==> src/rtl/mips_pkg.sv <==
// Shared definitions for the MIPS core: load encodings, the halt word,
// the link register index and the write-back FSM states.
package mips_pkg;

  localparam logic [2:0] LOAD_LW  = 3'd0;
  localparam logic [2:0] LOAD_LB  = 3'd1;
  localparam logic [2:0] LOAD_LBU = 3'd2;
  localparam logic [2:0] LOAD_LH  = 3'd3;
  localparam logic [2:0] LOAD_LHU = 3'd4;

  localparam logic [31:0] HALT_INSTR = 32'hFFFF_FFFF;
  localparam logic [4:0]  REG_RA     = 5'd31;

  typedef enum logic [1:0] {
    RUN    = 2'd0,
    DRAIN  = 2'd1,
    HALTED = 2'd2
  } wb_state_t;

endpackage

==> src/rtl/load_extract.sv <==
// Little-endian load data extraction: picks the byte or half addressed by
// the low address bits out of an aligned word and sign/zero extends it.
module load_extract
  import mips_pkg::*;
(
  input  logic [31:0] mem_data,
  input  logic [1:0]  offset,
  input  logic [2:0]  load_type,
  output logic [31:0] data
);

  logic [7:0]  byte_sel;
  logic [15:0] half_sel;

  // Lane select, then extend by load type; unused encodings behave as LW.
  always_comb begin
    byte_sel = mem_data[{offset, 3'b000} +: 8];
    half_sel = offset[1] ? mem_data[31:16] : mem_data[15:0];
    case (load_type)
      LOAD_LB:  data = {{24{byte_sel[7]}}, byte_sel};
      LOAD_LBU: data = {24'd0, byte_sel};
      LOAD_LH:  data = {{16{half_sel[15]}}, half_sel};
      LOAD_LHU: data = {16'd0, half_sel};
      default:  data = mem_data;
    endcase
  end

endmodule

==> src/rtl/write_back_stage.sv <==
// MEM/WB register and write-back stage: result select, register-file write
// port, retired-instruction counter and the halt/drain state machine.
module write_back_stage
  import mips_pkg::*;
#(
  parameter int DRAIN_CYCLES = 4
) (
  input  logic               clk,
  input  logic               rst_n,
  input  logic               stall,
  input  logic               flush,
  input  logic               valid_m,
  input  logic               register_write_m,
  input  logic               mem_to_reg_m,
  input  logic               link_m,
  input  logic               halt_m,
  input  logic [2:0]         load_type_m,
  input  logic [31:0]        alu_result_m,
  input  logic [31:0]        mem_data_m,
  input  logic [31:0]        pc_plus4_m,
  input  logic [4:0]         write_addr_m,
  output logic signed [31:0] write_result,
  output logic [4:0]         write_addr,
  output logic               register_write,
  output logic               halted,
  output logic [31:0]        retired_count
);

  localparam logic [3:0] DRAIN_LAST = 4'(DRAIN_CYCLES);

  wb_state_t   state_q, state_d;
  logic [3:0]  drain_q, drain_d;
  logic [31:0] result_q, result_d;
  logic [4:0]  addr_q, addr_d;
  logic        we_q, we_d;
  logic        halted_q, halted_d;
  logic [31:0] count_q, count_d;

  logic [31:0] load_data;
  logic [31:0] mux_result;
  logic [4:0]  mux_addr;
  logic        mux_we;

  load_extract u_load_extract (
    .mem_data  (mem_data_m),
    .offset    (alu_result_m[1:0]),
    .load_type (load_type_m),
    .data      (load_data)
  );

  // Result/address select (link > load > ALU) and the write enable, which
  // drops bubbles, halts and any write aimed at $0.
  always_comb begin
    mux_result = alu_result_m;
    mux_addr   = write_addr_m;
    if (link_m) begin
      mux_result = pc_plus4_m;
      mux_addr   = REG_RA;
    end else if (mem_to_reg_m) begin
      mux_result = load_data;
    end
    mux_we = valid_m & (register_write_m | link_m) & ~halt_m & (mux_addr != 5'd0);
  end

  // Next state of the WB register, counters and FSM. Outside RUN the stage
  // only drains; a halt is captured only on a cycle with neither stall nor flush.
  always_comb begin
    state_d  = state_q;
    drain_d  = drain_q;
    result_d = result_q;
    addr_d   = addr_q;
    we_d     = we_q;
    halted_d = halted_q;
    count_d  = count_q;
    case (state_q)
      RUN: begin
        if (flush) begin
          result_d = '0;
          addr_d   = '0;
          we_d     = 1'b0;
        end else if (!stall) begin
          if (valid_m && !halt_m) begin
            result_d = mux_result;
            addr_d   = mux_addr;
            we_d     = mux_we;
          end else begin
            result_d = '0;
            addr_d   = '0;
            we_d     = 1'b0;
          end
          if (valid_m && count_q != 32'hFFFF_FFFF)
            count_d = count_q + 32'd1;
          if (valid_m && halt_m) begin
            state_d = DRAIN;
            drain_d = '0;
          end
        end
      end
      DRAIN: begin
        result_d = '0;
        addr_d   = '0;
        we_d     = 1'b0;
        if (drain_q == DRAIN_LAST) begin
          state_d  = HALTED;
          halted_d = 1'b1;
        end else begin
          drain_d = drain_q + 4'd1;
        end
      end
      HALTED: begin
        result_d = '0;
        addr_d   = '0;
        we_d     = 1'b0;
        halted_d = 1'b1;
      end
      default: begin
        state_d = RUN;
      end
    endcase
  end

  // State register with synchronous active-low reset.
  always_ff @(posedge clk) begin
    if (!rst_n) begin
      state_q  <= RUN;
      drain_q  <= '0;
      result_q <= '0;
      addr_q   <= '0;
      we_q     <= 1'b0;
      halted_q <= 1'b0;
      count_q  <= '0;
    end else begin
      state_q  <= state_d;
      drain_q  <= drain_d;
      result_q <= result_d;
      addr_q   <= addr_d;
      we_q     <= we_d;
      halted_q <= halted_d;
      count_q  <= count_d;
    end
  end

  assign write_result   = result_q;
  assign write_addr     = addr_q;
  assign register_write = we_q;
  assign halted         = halted_q;
  assign retired_count  = count_q;

endmodule
==> config.mk <==
export PLATFORM = sky130hd
export DESIGN_NAME = write_back_stage
export DESIGN_NICKNAME = d
export VERILOG_FILES = /design/src/rtl/mips_pkg.sv /design/src/rtl/load_extract.sv /design/src/rtl/write_back_stage.sv
export SDC_FILE = /design/constraint.sdc
export NUM_CORES = 1
export LEC_CHECK = 0
export ABC_CLOCK_PERIOD_IN_PS = 2700
export BUFFER_PORTS_ARGS = -buffer_cell sky130_fd_sc_hd__clkbuf_2
export CAP_MARGIN = 20
export CORE_MARGIN = 3
export CORE_UTILIZATION = 50
export CTS_CLUSTER_DIAMETER = 100
export DETAILED_ROUTE_END_ITERATION = 10
export GPL_ROUTABILITY_DRIVEN = 0
export PLACE_DENSITY = 0.88
export SLEW_MARGIN = 20
export SYNTH_ARGS = -nofsm -noshare
export SYNTH_HDL_FRONTEND = slang
export SYNTH_SLANG_ARGS = --single-unit
export TNS_END_PERCENT = 30
==> constraint.sdc <==
create_clock -name clk -period 2.7 [get_ports clk]
set_clock_uncertainty 0.05 [all_clocks]
set_input_delay 0.135 -clock clk [delete_from_list [all_inputs] [get_ports clk]]
set_output_delay 0.135 -clock clk [all_outputs]
set_load 0.1 [all_outputs]
==> flow_summary.ini <==
[power]
p_sw_share_pct = 31.9
p_int_uw = 1760
leakagePower_uw = 0.00254
p_clk_share_pct = 36.1
power_frac_seq_pct = 44.7
combPwrFrac_pct = 19.1
powerDensity_nw_per_um2 = 432
p_sw_uw = 822
vdd.ir_drop.worst_mv = 0.314

[floorplanning]
start_util_pct = 53.1
core.rowCount = 34
io_pins = 184
core-area_sq_um = 8980
dieWidth_um = 104
die_area_sq_um = 10700
die_h_um = 104

[synth]
syn-cell-area_sq_um = 4760
postSynth.asyncResetShare_pct = 0
synth_commonest_cells = dfxtp_1 (77), nand2_1 (69), nor2_1 (54), a21oi_1 (51), o21ai_0 (44)
synth_area_leader_cell = dfxtp_1
synth_nets = 738
yosysTopAreaCellShare_pct = 32.4
yosysWarningCount = 0
syn_inst = 619
syn_avg_cell_area_sq_um = 7.70
synth-main-ff-cell = dfxtp_1
synth_most_common_cell = dfxtp_1
ys_seq_area_share_pct = 32.4
ys_seq_elements = 77
synthTopCellsByArea = dfxtp_1 (32%), nand2_1 (5.4%), a21oi_1 (5.4%)
ys_types = 62
synth_enable_flop_cells = 0

[finish]
area_delta_synth_final_pct = 25.3
drive_gt1_share_pct = 28.3
stdcell_area_sq_um = 5970
fin_cells = 915
antenna_cells = 0
nNetsFinal = 903

[timing]
grt_setup_unrepaired = false
period_minus_slack_ps = 2340
setup_viol = 0
slew_violations = 0
fin_crit_sh_pct = 86.7
fin_ws_ps = 360
timing.fmax_mhz = 427
slew_headroom_pct = 49.1
max_slew.worst_pin.slew_ps = 764
setup-tns-final_ps = 0
final_hold_viol_count = 0

[critical_path]
worstPathCellList = inv_1, ha_1, and4bb_4, nand4_1, a21o_1, or4_1, a21oi_1
cp_slowest_cell = or4_1
crit_start = state_q[0]$_SDFFE_PN0P_
cpPeakStageDelay_ps = 410
crit_arrival_ps = 2580
r2r_slack_ps = 360
cp_max_fo = 7
endpoint_kind = register
r2r_start = state_q[0]$_SDFFE_PN0P_
crit_type = reg2reg
worst_setup_path_start_kind = register
reg2reg_to = retired_count[30]$_SDFFE_PN0P_
worst-r2r-cell-count = 7
critPathRequiredTime_ps = 2940

[clock_network]
cts-buffers-inserted = 9
postCtsHoldBufs = 0
clk_pin_slew_ps = 90
htreeDepth = 3
ctsResizeCount = 0
clockBufferDepth = 2
cts_tree = built
post_cts_buffers = 0
clock-sinks = 77
root_buffer = clkbuf_8
clk_latency_ps = 360

[detailed_routing]
via_count = 5561
viasPerCell = 6.08
avgRoutedWirePerCell_um = 17.4
drt_iter0_drc = 454
drc = 0
routed_wl_mm = 15.9
firstDrtPassIters = 5
ant_nets = 0

[worst_hold_path]
holdPathEnd = write_result[3]$_SDFFE_PN0P_
min_path_type = in2reg
holdPathStages = 3
hp-start = pc_plus4_m[3]

[global_route]
use_met1_pct = 35.1
grt_pass1_wl_mm = 25.6
gr-usage-met2_pct = 47.1
antenna_found_initial = 0
grt_max_degree = 46
grt_pass1_vias = 5358
grt_usage_pct = 28.2
top_usage_layer = met2
grt_use_met3_pct = 6.90
overflow = 0

[status]
outcome = complete, no violations

[placement]
dp_cells = 899
dp_hpwl_mm = 12.1
port_buffers = 183
dpl-instance-area_sq_um = 5760
dp_slack_ps = 425

[job]
cap_violations = 0
[per-stage QoR]
| stage | utilization [%] | hold slack (ps) | power (uW) |
|---|---|---|---|
| floorplan | - | 290 | 1480 |
| global placement | 64.2 | 391 | 1650 |
| detailed placement | 64.2 | 396 | 1660 |
| CTS | 66.5 | 22.7 | 2580 |
| global route | 66.5 | 49.5 | 2680 |
| finish | 66.5 | 29.3 | 2580 |
[critical path: cells and delay by family (launching register included)]
kind / cells / cell delay (ps)
AOI/OAI and AO/OA: 2 / 450
and+or+nand+nor: 3 / 1050
adders and majority gates: 1 / 310
DFF: 1 / 330
buffers and inverters: 1 / 80
[registers in the layout (all words and copies together) (netlist names)]
| register | count |
|---|---|
| write_addr | 5 |
| drain_q | 4 |
| write_result | 32 |
| register_write | 1 |
| state_q | 2 |
| halted | 1 |
| retired_count | 32 |
[placed cells by master (no fill, tap or decap), types with 9 or more instances in the layout]
cell type	n
nand2_1	69
nor2_1	54
and3_1	21
nor2b_1	24
buf_4	12
a21oi_1	51
nand3_1	21
o211ai_1	20
xnor2_1	17
clkbuf_8	9
nand4_1	10
clkbuf_2	183
o31ai_1	10
o21ai_0	44
dfxtp_1	77
inv_1	15
[layer usage]
metal | routed length [um] | vias up
met5 | 0 | -
met4 | 534 | 0
met3 | 1460 | 62
met2 | 7620 | 312
met1 | 6260 | 2564
li1 | - | 2623
[worst max-delay path by stage]
stage	slack (ps)	to
detailed placement	420	retired_count[30]$_SDFFE_PN0P_
global placement	550	retired_count[30]$_SDFFE_PN0P_
global route	190	retired_count[30]$_SDFFE_PN0P_
finish	360	retired_count[30]$_SDFFE_PN0P_
floorplan	50	retired_count[13]$_SDFFE_PN0P_
CTS	390	retired_count[30]$_SDFFE_PN0P_
[power by group through the flow]
stage / Combinational, uW / Clock (uW) / Sequential (uW)
floorplan: 230 / 0 / 1250
global placement: 468 / 0 / 1180
detailed placement: 480 / 0 / 1180
CTS: 483 / 941 / 1150
global route: 527 / 994 / 1150
finish: 493 / 931 / 1150
[area by class of cell]
class                   count  area [sq um]
repair buffers            195          1010
fillers                   774          3010
multi-input cells         486          3000
flip-flops and latches     77          1540
well taps                 126           158
clock inverters             7          81.3
inverters                  15          56.3
clock buffers               9           124
[cell families (layout without fill, tap and decap cells)]
kind of cell               Yosys count  count (layout)  share of synthesized area [%]
adders and majority gates            6               6                           1.58
muxes                                9               9                           2.18
buffers and inverters               56             226                           4.73
DFF                                 77              77                           32.4
xor gates and xnor gates            19              19                           3.49
AOI/OAI and AO/OA                  202             202                           28.4
and+or+nand+nor                    250             250                           27.3
No activity file was read; power rests on OpenSTA's default activity.
